==> config.mk <==
export PLATFORM = sky130hd
export DESIGN_NAME = panel_input_conditioner
export DESIGN_NICKNAME = d
export VERILOG_FILES = /design/src/rtl/panel_input_conditioner.sv
export SDC_FILE = /design/constraint.sdc
export NUM_CORES = 1
export LEC_CHECK = 0
export CORE_ASPECT_RATIO = 2
export CORE_UTILIZATION = 55
export DETAILED_ROUTE_END_ITERATION = 7
export PLACE_DENSITY = 0.74
export SYNTH_ARGS = -nofsm -noshare
export SYNTH_HDL_FRONTEND = slang
export SYNTH_HIERARCHICAL = 1
export SYNTH_SLANG_ARGS = --single-unit
export TNS_END_PERCENT = 50
==> constraint.sdc <==
create_clock -name clk -period 5 [get_ports clk]
set_input_delay 0.75 -clock clk [delete_from_list [all_inputs] [get_ports clk]]
set_output_delay 0.75 -clock clk [all_outputs]
set_load 0.005 [all_outputs]
==> src/rtl/panel_input_conditioner.sv <==
// Front-panel conditioning: 2-flop synchronisers, per-button debounce, blanked and
// arbitrated one-cycle command pulses, and a stability-filtered, lockable mode selector.

module panel_input_debounce #(
  parameter int DEBOUNCE_CYCLES = 4,
  parameter int CNT_W           = 8
) (
  input  logic clk,
  input  logic reset,
  input  logic raw,
  output logic rise
);
  logic             sync1, sync2, deb, deb_d;
  logic [CNT_W-1:0] cnt;

  always_ff @(posedge clk) begin
    if (!reset) begin
      sync1 <= 1'b0;
      sync2 <= 1'b0;
      deb   <= 1'b0;
      deb_d <= 1'b0;
      cnt   <= '0;
    end else begin
      sync1 <= raw;
      sync2 <= sync1;
      deb_d <= deb;
      if (sync2 == deb) begin
        cnt <= '0;
      end else if (cnt == CNT_W'(DEBOUNCE_CYCLES - 1)) begin
        // this edge is the DEBOUNCE_CYCLES-th consecutive mismatch
        deb <= sync2;
        cnt <= '0;
      end else begin
        cnt <= cnt + CNT_W'(1);
      end
    end
  end

  assign rise = deb & ~deb_d;
endmodule

module panel_input_conditioner #(
  parameter int DEBOUNCE_CYCLES    = 4,
  parameter int KNOB_STABLE_CYCLES = 8,
  parameter int BLANK_CYCLES       = 16,
  parameter int CNT_W              = 8
) (
  input  logic       clk,
  input  logic       reset,
  input  logic       btn_start_raw,
  input  logic       btn_stop_raw,
  input  logic       btn_pause_raw,
  input  logic       btn_continue_raw,
  input  logic       btn_confirm_raw,
  input  logic       btn_temp_raw,
  input  logic       btn_spin_raw,
  input  logic [2:0] mode_knob_raw,
  input  logic       cycle_complete,
  output logic       start,
  output logic       stop,
  output logic       pause,
  output logic       continue_signal,
  output logic       confirm_wash_mode,
  output logic       change_temperature,
  output logic       change_spin_speed,
  output logic [2:0] wash_mode,
  output logic       mode_locked
);
  localparam int NUM_LANES = 7;
  localparam int L_START = 0, L_STOP = 1, L_PAUSE = 2, L_CONT = 3;
  localparam int L_CONFIRM = 4, L_TEMP = 5, L_SPIN = 6;
  localparam logic [CNT_W-1:0] KNOB_TGT = CNT_W'(KNOB_STABLE_CYCLES);

  typedef struct packed {
    logic spin;
    logic temp;
    logic confirm;
    logic cont;
    logic pause;
    logic stop;
    logic start;
  } cmd_t;

  logic [NUM_LANES-1:0] btn_raw, rise, qual;
  logic [2:0]           knob_s1, knob_s2, knob_prev;
  logic [CNT_W-1:0]     knob_cnt, knob_cnt_nxt, blank_cnt;
  logic                 knob_same, blank_on, cc_d, cc_rise, lock_clr;
  cmd_t                 cmd_d, cmd_q;

  assign btn_raw = {btn_spin_raw, btn_temp_raw, btn_confirm_raw, btn_continue_raw,
                    btn_pause_raw, btn_stop_raw, btn_start_raw};

  panel_input_debounce #(
    .DEBOUNCE_CYCLES(DEBOUNCE_CYCLES),
    .CNT_W          (CNT_W)
  ) u_lane [NUM_LANES-1:0] (
    .clk  (clk),
    .reset(reset),
    .raw  (btn_raw),
    .rise (rise)
  );

  // edges seen while blanking are dropped outright, never deferred
  assign blank_on = (blank_cnt != '0);
  assign qual     = blank_on ? '0 : rise;

  always_comb begin
    cmd_d = '0;
    if (qual[L_STOP])       cmd_d.stop  = 1'b1;
    else if (qual[L_PAUSE]) cmd_d.pause = 1'b1;
    else if (qual[L_CONT])  cmd_d.cont  = 1'b1;
    else if (qual[L_START]) cmd_d.start = 1'b1;
    cmd_d.confirm = qual[L_CONFIRM] & ~mode_locked;
    cmd_d.temp    = qual[L_TEMP]    & ~mode_locked;
    cmd_d.spin    = qual[L_SPIN]    & ~mode_locked;
  end

  assign cc_rise   = cycle_complete & ~cc_d;
  assign lock_clr  = cmd_q.stop | cc_rise;
  assign knob_same = (knob_s2 == knob_prev);

  // saturating run length of unchanged selector samples
  always_comb begin
    knob_cnt_nxt = '0;
    if (knob_same) knob_cnt_nxt = (knob_cnt == KNOB_TGT) ? knob_cnt : knob_cnt + CNT_W'(1);
  end

  always_ff @(posedge clk) begin
    if (!reset) begin
      knob_s1     <= '0;
      knob_s2     <= '0;
      knob_prev   <= '0;
      knob_cnt    <= '0;
      wash_mode   <= '0;
      mode_locked <= 1'b0;
      blank_cnt   <= CNT_W'(BLANK_CYCLES);
      cc_d        <= 1'b0;
      cmd_q       <= '0;
    end else begin
      knob_s1   <= mode_knob_raw;
      knob_s2   <= knob_s1;
      knob_prev <= knob_s2;
      knob_cnt  <= knob_cnt_nxt;
      if (knob_cnt_nxt == KNOB_TGT && !mode_locked) wash_mode <= knob_s2;
      if (blank_on) blank_cnt <= blank_cnt - CNT_W'(1);
      cc_d  <= cycle_complete;
      cmd_q <= cmd_d;
      if (lock_clr)           mode_locked <= 1'b0;
      else if (cmd_q.confirm) mode_locked <= 1'b1;
    end
  end

  assign start              = cmd_q.start;
  assign stop               = cmd_q.stop;
  assign pause              = cmd_q.pause;
  assign continue_signal    = cmd_q.cont;
  assign confirm_wash_mode  = cmd_q.confirm;
  assign change_temperature = cmd_q.temp;
  assign change_spin_speed  = cmd_q.spin;
endmodule

==> impl_summary.txt, run 1 <==
----------------------------------------------------
[Clock network]
  Insertion delay to the later sink of the worst-skew pair ... about 400 ps
  Clock tree from TritonCTS ... done
  H-tree levels ... 4
  Number of buffers added to fix hold violations after cts ... 0
  Clk slew on worst S/H paths ... 50 ps
  Maximum clock insertion buffer count ... 2
  Clock sink total ... roughly 120
  CTS resizes ... 0
  Clock root buffer master ... sky130_fd_sc_hd__clkbuf_16
  Number of buffers inserted during clock tree synthesis ... 17
  Post-CTS setup buffer count ... 0

[Timing]
  Endpoints failing setup ... 0
  Time the worst path needs with I/O delays and setup ... 2140 ps
  RSZ-0062 raised after global routing ... false
  Max_slew headroom ... 0.431
  Final worst-path setup slack ... 2860 ps
  Final count of hold timing violations ... 0
  Fin Clk Skew ... 5.73 ps
  Worst-Margin Slew ... between 800 and 900 ps
  Slew Limit Fails ... 0
  Final period utilization ... 0.428
  Top achievable clock speed ... roughly 470 MHz
  Setup TNS ... 0 ps

[Die]
  Number of standard-cell rows in the floorplan ... 47
  Starting utilization of the core area ... 0.574
  Height of the chip ... 134 um
  Floorplan die width ... between 60 and 70 um
  Core area ... roughly 8400 um2
  Io pins ... 24
  Die area ... about 9100 um2

[GRT]
  Via count of the first global-routing pass ... approximately 3.4k
  Total global routing track utilization ... 0.208
  Global-route wire length before repair ... 14200 um
  Pin count of the biggest net entering global routing ... 62
  Number of antenna violations at the first check in global routing ... 0
  Leftover overflow at the end of global routing ... 0

[Synth]
  Synthesized area ... 4790 um2
  Post-synthesis instance total ... 507
  FF+latch count, synth ... 121
  Average size of a mapped cell ... 9.45 um2
  Sequential element share of the synthesized area ... 0.505
  Number of distinct library cells after synthesis ... 39
  Number of warnings printed during yosys synthesis ... 6
  Synthesized net count ... between 500 and 600

[Critical path]
  Critical Path Slowest Stage Cell ... sky130_fd_sc_hd__or4b_4
  Top cell family by delay on the critical path ... simple AND/OR/NAND/NOR gates
  Largest driver fanout on the critical path ... 7
  Worst path bufs/invs ... 1
  Worst flop-to-flop path startpoint ... knob_cnt[0]
  Endpoint arrival time on the critical path ... 2470 ps
  R2r worst-path depth ... 7
  Worst-case register-to-register setup slack ... 2860 ps
  Cell Chain, Critical Path ... inv_1 -> ha_1 -> or4b_4 -> a21oi_1 -> a41oi_1 -> nor4_4 -> mux2i_1
  Startpoint Class ... flip-flop
  End of the worst register-to-register path ... wash_mode[2]
  WP data required ... 5330 ps
  Class of the most critical setup path ... reg -> reg
  Kind of end point of the critical path ... flip-flop
  Slowest stage delay, CP ... ~500 ps

[Place]
  Placed instance count ... approximately 630
  Final weighted congestion in routability-driven placement ... approximately 0.80
  HPWL after DPL ... between 5000 and 6000 um
  Dpl ws ... 2670 ps
  Count of input and output buffers ... 23
  Total placed instance area ... around 5000 um2

[Hold path]
  Start point of the worst hold path ... u_lane[1]/sync1
  Worst hold-check path type ... reg -> reg
  Hold Crit Endpoint ... u_lane[1]/sync2
  Cell depth of the worst hold path ... 1

[Routing]
  Count of routing violations after the opening detailed-route iteration ... 133
  Wire length after detailed routing ... approximately 8500 um
  Detailed-routing iteration count for the pre-antenna-repair pass ... 4
  Via density per instance ... around 5.5
  Post-route antenna net violation count ... 0
  Vias ... ~3.6k
  DRC viols ... 0
  Wirelength per Cell ... 12.9 um

[Final layout]
  Count of placed standard cells in the final layout, fillers left out ... 658
  Sequential Area ... approximately 2400 um2
  Combined area of the multi-input logic cells ... about 2300 um2
  Cell area after layout ... ~5700 um2
  Area overhead of the layout relative to synthesis ... 18.3%
  Layout cell share with drive strength beyond 1 ... 0.0893
  Filler instances ... 690
  Inserted Diodes ... 0
  Layout net count ... approximately 570

[Power]
  Overall power of the completed layout ... roughly 0.0023 W
  Peak ir drop on the vdd network ... around 330 uV
  Power density over cell area ... roughly 400 nW/um2
  Cell leakage power ... 2.06 nW

[Run status]
  Status ... finished, final reports clean

[Job]
  Count of max-cap constraint violations ... 0

----------------------------------------------------
## synthesized netlist by cell type
library cell                count  area (um2)
sky130_fd_sc_hd__nor2_1        50         188
sky130_fd_sc_hd__or2_2          1        6.26
sky130_fd_sc_hd__nand4_1        9        56.3
sky130_fd_sc_hd__nand2_1       25        93.8
sky130_fd_sc_hd__nor2_4         1        11.3
sky130_fd_sc_hd__or3b_4         1        11.3
sky130_fd_sc_hd__xor2_1        25         219
sky130_fd_sc_hd__dfxtp_1      121        2420
sky130_fd_sc_hd__a21oi_1       25         125
sky130_fd_sc_hd__o211a_1        1        10.0
sky130_fd_sc_hd__nor4_4         1        21.3
sky130_fd_sc_hd__o31ai_1        1        7.51
sky130_fd_sc_hd__or4_4          7        78.8
sky130_fd_sc_hd__inv_1         30         113
sky130_fd_sc_hd__and3b_1        1        8.76
sky130_fd_sc_hd__or4b_1         1        10.0
sky130_fd_sc_hd__o311ai_4       1        26.3
sky130_fd_sc_hd__nor3b_1        1        7.51
sky130_fd_sc_hd__or3_1         30         188
sky130_fd_sc_hd__a41oi_1        1        8.76
sky130_fd_sc_hd__nor4_1         3        18.8
sky130_fd_sc_hd__a2111oi_0      1        8.76
sky130_fd_sc_hd__nor2b_1        8        50.1
sky130_fd_sc_hd__and3_1         2        12.5
sky130_fd_sc_hd__nand3_1       32         160
sky130_fd_sc_hd__or3b_2         6        52.6
sky130_fd_sc_hd__clkbuf_1       2        7.51
sky130_fd_sc_hd__nor3_1         3        15.0
sky130_fd_sc_hd__xnor2_1       18         158
sky130_fd_sc_hd__ha_1          11         138
sky130_fd_sc_hd__o21ai_0       30         150
sky130_fd_sc_hd__mux2i_1        4        40.0
sky130_fd_sc_hd__or4b_4         1        13.8
sky130_fd_sc_hd__a211oi_2       1        12.5
sky130_fd_sc_hd__a21boi_1       7        52.6
sky130_fd_sc_hd__o211ai_1       7        52.6
sky130_fd_sc_hd__a211oi_1       1        7.51
sky130_fd_sc_hd__nand2b_1       4        25.0
sky130_fd_sc_hd__and2_1        33         206
## kinds of logic (layout without fill, tap and decap cells)
group | after synthesis | after routing | synth area share
AND/OR/NAND/NOR | 220 | 220 | 0.258
XOR/XNOR | 43 | 43 | 0.0786
flip-flops | 121 | 121 | 0.505
AO/OA/AOI/OAI | 76 | 76 | 0.0963
multiplexers | 4 | 4 | 0.00835
buffers and inverters | 32 | 85 | 0.0251
adder cells (fa/ha/maj) | 11 | 11 | 0.0287
## how the worst max path moves through the flow
stage / startpoint / to / depth (start not counted)
after floorplan: knob_cnt[0] / wash_mode[0] / 7
after global placement: reset / knob_cnt[5] / 4
after detailed placement: reset / knob_cnt[4] / 4
after CTS: knob_cnt[0] / wash_mode[2] / 7
after global routing: knob_cnt[0] / wash_mode[2] / 7
final: knob_cnt[0] / wash_mode[2] / 7
## cell type report
cell class | count | area share
Clock inverter | 8 | 0.00794
Clock buffer | 24 | 0.0867
Sequential cell | 121 | 0.427
Tap cell | 98 | 0.0216
Timing Repair Buffer | 23 | 0.0397
Inverter | 30 | 0.0199
Multi-Input combinational cell | 354 | 0.397
## per-stage QoR
| stage | hold slack (ps) | util |
|---|---|---|
| global route | 449 | 0.679 |
| finish | 430 | 0.679 |
| detailed placement | 418 | 0.615 |
| CTS | 432 | 0.679 |
| global placement | 416 | 0.615 |
| floorplan | 412 | - |
## cells in the final DEF (no fill, tap or decap), types with 4 or more instances in the layout
cell,instances
sky130_fd_sc_hd__nand3_1,32
sky130_fd_sc_hd__or4_4,7
sky130_fd_sc_hd__a21boi_1,7
sky130_fd_sc_hd__nand4_1,9
sky130_fd_sc_hd__a21oi_1,25
sky130_fd_sc_hd__and2_1,33
sky130_fd_sc_hd__or3_1,30
sky130_fd_sc_hd__nand2_1,25
sky130_fd_sc_hd__inv_1,30
sky130_fd_sc_hd__nand2b_1,4
sky130_fd_sc_hd__o211ai_1,7
sky130_fd_sc_hd__clkbuf_16,17
sky130_fd_sc_hd__xnor2_1,18
sky130_fd_sc_hd__o21ai_0,30
sky130_fd_sc_hd__mux2i_1,4
sky130_fd_sc_hd__ha_1,11
sky130_fd_sc_hd__xor2_1,25
sky130_fd_sc_hd__or3b_2,6
sky130_fd_sc_hd__nor2b_1,8
sky130_fd_sc_hd__clkdlybuf4s50_1,22
sky130_fd_sc_hd__clkbuf_8,4
sky130_fd_sc_hd__clkinv_2,6
sky130_fd_sc_hd__nor2_1,50
sky130_fd_sc_hd__dfxtp_1,121
## flip-flops by register name, indices dropped and copies added (netlist names), 3 cells and up
name,count
u_lane/deb_d,7
u_lane/cnt,56
blank_cnt,8
wash_mode,3
knob_s1,3
u_lane/sync2,7
u_lane/sync1,7
knob_prev,3
u_lane/deb,7
knob_s2,3
knob_cnt,8
## worst reg2reg max path, delay by kind of cell (launching register included)
kind / cells / cell delay, ps
AO/OA/AOI/OAI: 2 / 300
adder cells (fa/ha/maj): 1 / 150
buffers and inverters: 1 / 120
flip-flops: 1 / 370
multiplexers: 1 / 220
AND/OR/NAND/NOR: 2 / 920
## metal layers
layer  track usage  wire [um]  vias to the layer above  share of wire
met5             0          0                        -              0
met4         0.105        201                        0          0.024
met3        0.0723        265                       21          0.031
met2         0.375       4660                       56           0.55
met1         0.195       3340                     1684           0.39
li1              -          -                     1828              -
## where the power goes
part	internal (W)	switching (W)
registers	0.00100	0.0000293
clock network	0.000679	0.000399
logic	0.0000694	0.0000829
total	0.00175	0.000512
No activity file was read; power rests on OpenSTA's default activity.
==> run 2: changes to the inputs <==
==> constraint.sdc (replaced) <==
create_clock -name clk -period 2.1 [get_ports clk]
set_input_delay 0.315 -clock clk [delete_from_list [all_inputs] [get_ports clk]]
set_output_delay 0.315 -clock clk [all_outputs]
set_load 0.005 [all_outputs]
==> impl_summary.txt, run 2 (same netlist as run 1, synthesis figures left out) <==
----------------------------------------------------
[Run status]
  Status ... finished, final reports clean

[Critical path]
  Worst-case register-to-register setup slack ... around 23 ps
  Launch point of the critical path ... knob_cnt[0]
  Critical Path Slowest Stage Cell ... sky130_fd_sc_hd__or4b_4
  Largest driver fanout on the critical path ... 7
  Cell Chain, Critical Path ... inv_1 -> ha_1 -> or4b_4 -> nor4_1 -> o211ai_1 -> nor4_4 -> mux2i_1
  Kind of end point of the critical path ... flip-flop
  Endpoint arrival time on the critical path ... 2410 ps
  Slowest stage delay, CP ... 500 ps
  Worst flop-to-flop path startpoint ... knob_cnt[0]
  Worst setup endpoint ... wash_mode[2]
  Startpoint Class ... flip-flop
  R2r worst-path depth ... 7
  End of the worst register-to-register path ... wash_mode[2]
  Class of the most critical setup path ... reg -> reg
  WP data required ... roughly 2400 ps

[Final layout]
  Commonest cells after routing, fill and taps aside ... sky130_fd_sc_hd__dfxtp_1, sky130_fd_sc_hd__nor2_1, sky130_fd_sc_hd__and2_1, sky130_fd_sc_hd__nand3_1
  Register name with the most flops ... u_lane/cnt
  Layout net count ... approximately 570
  Inserted Diodes ... 0
  Layout cell share with drive strength beyond 1 ... 0.0943
  Most common cell after layout, fill and taps aside ... sky130_fd_sc_hd__dfxtp_1
  Cell area after layout ... 5720 um2
  Area overhead of the layout relative to synthesis ... 19.3%
  Leading registers by flop count ... u_lane/cnt: 56 flops, blank_cnt: 8 flops, knob_cnt: 8 flops
  Post-route core utilization ... 0.685
  Largest register FFs ... 56

[Die]
  Core area ... ~8400 um2
  Floorplan die width ... between 60 and 70 um
  Number of standard-cell rows in the floorplan ... 47
  Height of the chip ... 134 um
  Die area ... about 9100 um2
  Starting utilization of the core area ... 0.574
  Io pins ... 24

[Place]
  Total placed instance area ... just over 5000 um2
  HPWL after DPL ... 5860 um
  Final weighted congestion in routability-driven placement ... about 0.83
  Count of input and output buffers ... 23

[Routing]
  DRC viols ... 0
  Count of routing violations after the opening detailed-route iteration ... between 150 and 200
  DRT met1 WL ... around 3400 um
  Via density per instance ... around 5.4
  Routed wl met3 ... about 250 um
  Detailed-routing iteration count for the pre-antenna-repair pass ... 4
  Wire length after detailed routing ... 8090 um
  Wirelength per Cell ... about 12 um
  Metal2 WL ... between 4000 and 5000 um
  Highest metal layer used by the detailed router ... met4
  Post-route antenna net violation count ... 0
  Vias ... between 3k and 4k

[GRT]
  Total global routing track utilization ... 0.199
  Pin count of the biggest net entering global routing ... 29
  Leftover overflow at the end of global routing ... 0
  Number of antenna violations at the first check in global routing ... 0
  Via count of the first global-routing pass ... between 3k and 4k
  Global-route wire length before repair ... roughly 14000 um

[Power]
  Cell leakage power ... 2.09 nW
  Proportion of total power due to net switching ... 0.220
  Peak ir drop on the vdd network ... about 830 uV
  Reported net switching power ... roughly 0.0012 W
  Power density over cell area ... between 900 and 1000 nW/um2
  Cell Int Power ... 0.00432 W
  Portion of total power attributed to the clock network ... 0.490
  Sequential Power Share ... 0.443
  Combinational share of power ... 0.067

[Job]
  Count of max-cap constraint violations ... 0

[Timing]
  Endpoints failing setup ... 0
  Final count of hold timing violations ... 0
  Worst-Margin Slew ... approximately 500 ps
  Worst-case hold slack ... between 200 and 250 ps
  RSZ-0062 raised after global routing ... true
  Top achievable clock speed ... just under 500 MHz
  Final period utilization ... 0.989
  Fin Clk Skew ... about 12 ps
  Time the worst path needs with I/O delays and setup ... around 2100 ps
  Max_slew headroom ... 0.665
  Slew Limit Fails ... 0

[Clock network]
  Clock root buffer master ... sky130_fd_sc_hd__clkbuf_16
  Insertion delay to the later sink of the worst-skew pair ... slightly above 400 ps
  Maximum clock insertion buffer count ... 2
  Post-CTS setup buffer count ... 0
  Clock tree from TritonCTS ... done
  H-tree levels ... 4
  Number of buffers inserted during clock tree synthesis ... 17
  Clk slew on worst S/H paths ... about 50 ps
  Clock sink total ... between 100 and 150

[Hold path]
  Worst hold-check path type ... in -> reg

----------------------------------------------------
[run 2: changes by cell type in the layout (fill, tap and decap cells not counted), sizes merged]
cell and delta:
buf +2, bufinv +1, clkinvlp -1
[run 2: critical path, delay by kind of cell, from the launching register on]
family | cells | cell delay, ps
DFF | 1 | 360
muxes | 1 | 220
buffers and inverters | 1 | 110
AOI/OAI and AO/OA | 1 | 200
adders and majority gates | 1 | 150
and+or+nand+nor | 3 | 970
[run 2: stage by stage]
step	power (W)	setup TNS (ps)	std cells	setup slack [ps]
2_1_floorplan	0.00275	0	507	187
3_3_place_gp	0.00284	0	628	108
3_5_place_dp	0.00286	0	628	26.4
4_1_cts	0.00560	0	660	14.1
5_1_grt	0.00576	-170	660	-65.0
6_report	0.00553	0	660	23.0
[run 2: power groups by stage]
stage	Combinational, W	Clock, W	Sequential, W
after detailed placement	0.000363	0	0.00250
after CTS	0.000371	0.00277	0.00245
after floorplan	0.000271	0	0.00248
after global routing	0.000423	0.00287	0.00246
after global placement	0.000344	0	0.00249
final	0.000368	0.00271	0.00245
[run 2: final cells by class]
cell class	instances	area, um2
Timing Repair Buffer	25	240
Multi-Input combinational cell	354	2250
Clock inverter	8	67.6
Fill cell	681	2630
Sequential cell	121	2420
Inverter	30	113
Tap cell	98	123
Clock buffer	24	502
[run 2: layer usage]
layer,up-vias,GRT usage
li1,1835,-
met1,1653,0.203
met2,67,0.345
met3,21,0.0595
met4,0,0.110
met5,-,0
[run 2: worst min path at each step]
stage | cells past startpoint | startpoint | endpoint
global route | 2 | reset | blank_cnt[4]
global placement | 1 | u_lane[1]/sync1 | u_lane[1]/sync2
detailed placement | 1 | u_lane[6]/sync1 | u_lane[6]/sync2
finish | 2 | reset | blank_cnt[4]
floorplan | 1 | u_lane[0]/sync1 | u_lane[0]/sync2
CTS | 2 | reset | blank_cnt[4]
[run 2: repair_timing]
| item | in CTS | in global routing |
|---|---|---|
| cloned | 0 | 0 |
| hold buffers | 0 | 0 |
| pin swaps | 1 | 0 |
| gates resized for setup | 0 | 0 |
| endpoints found under the setup margin | 3 | 3 |
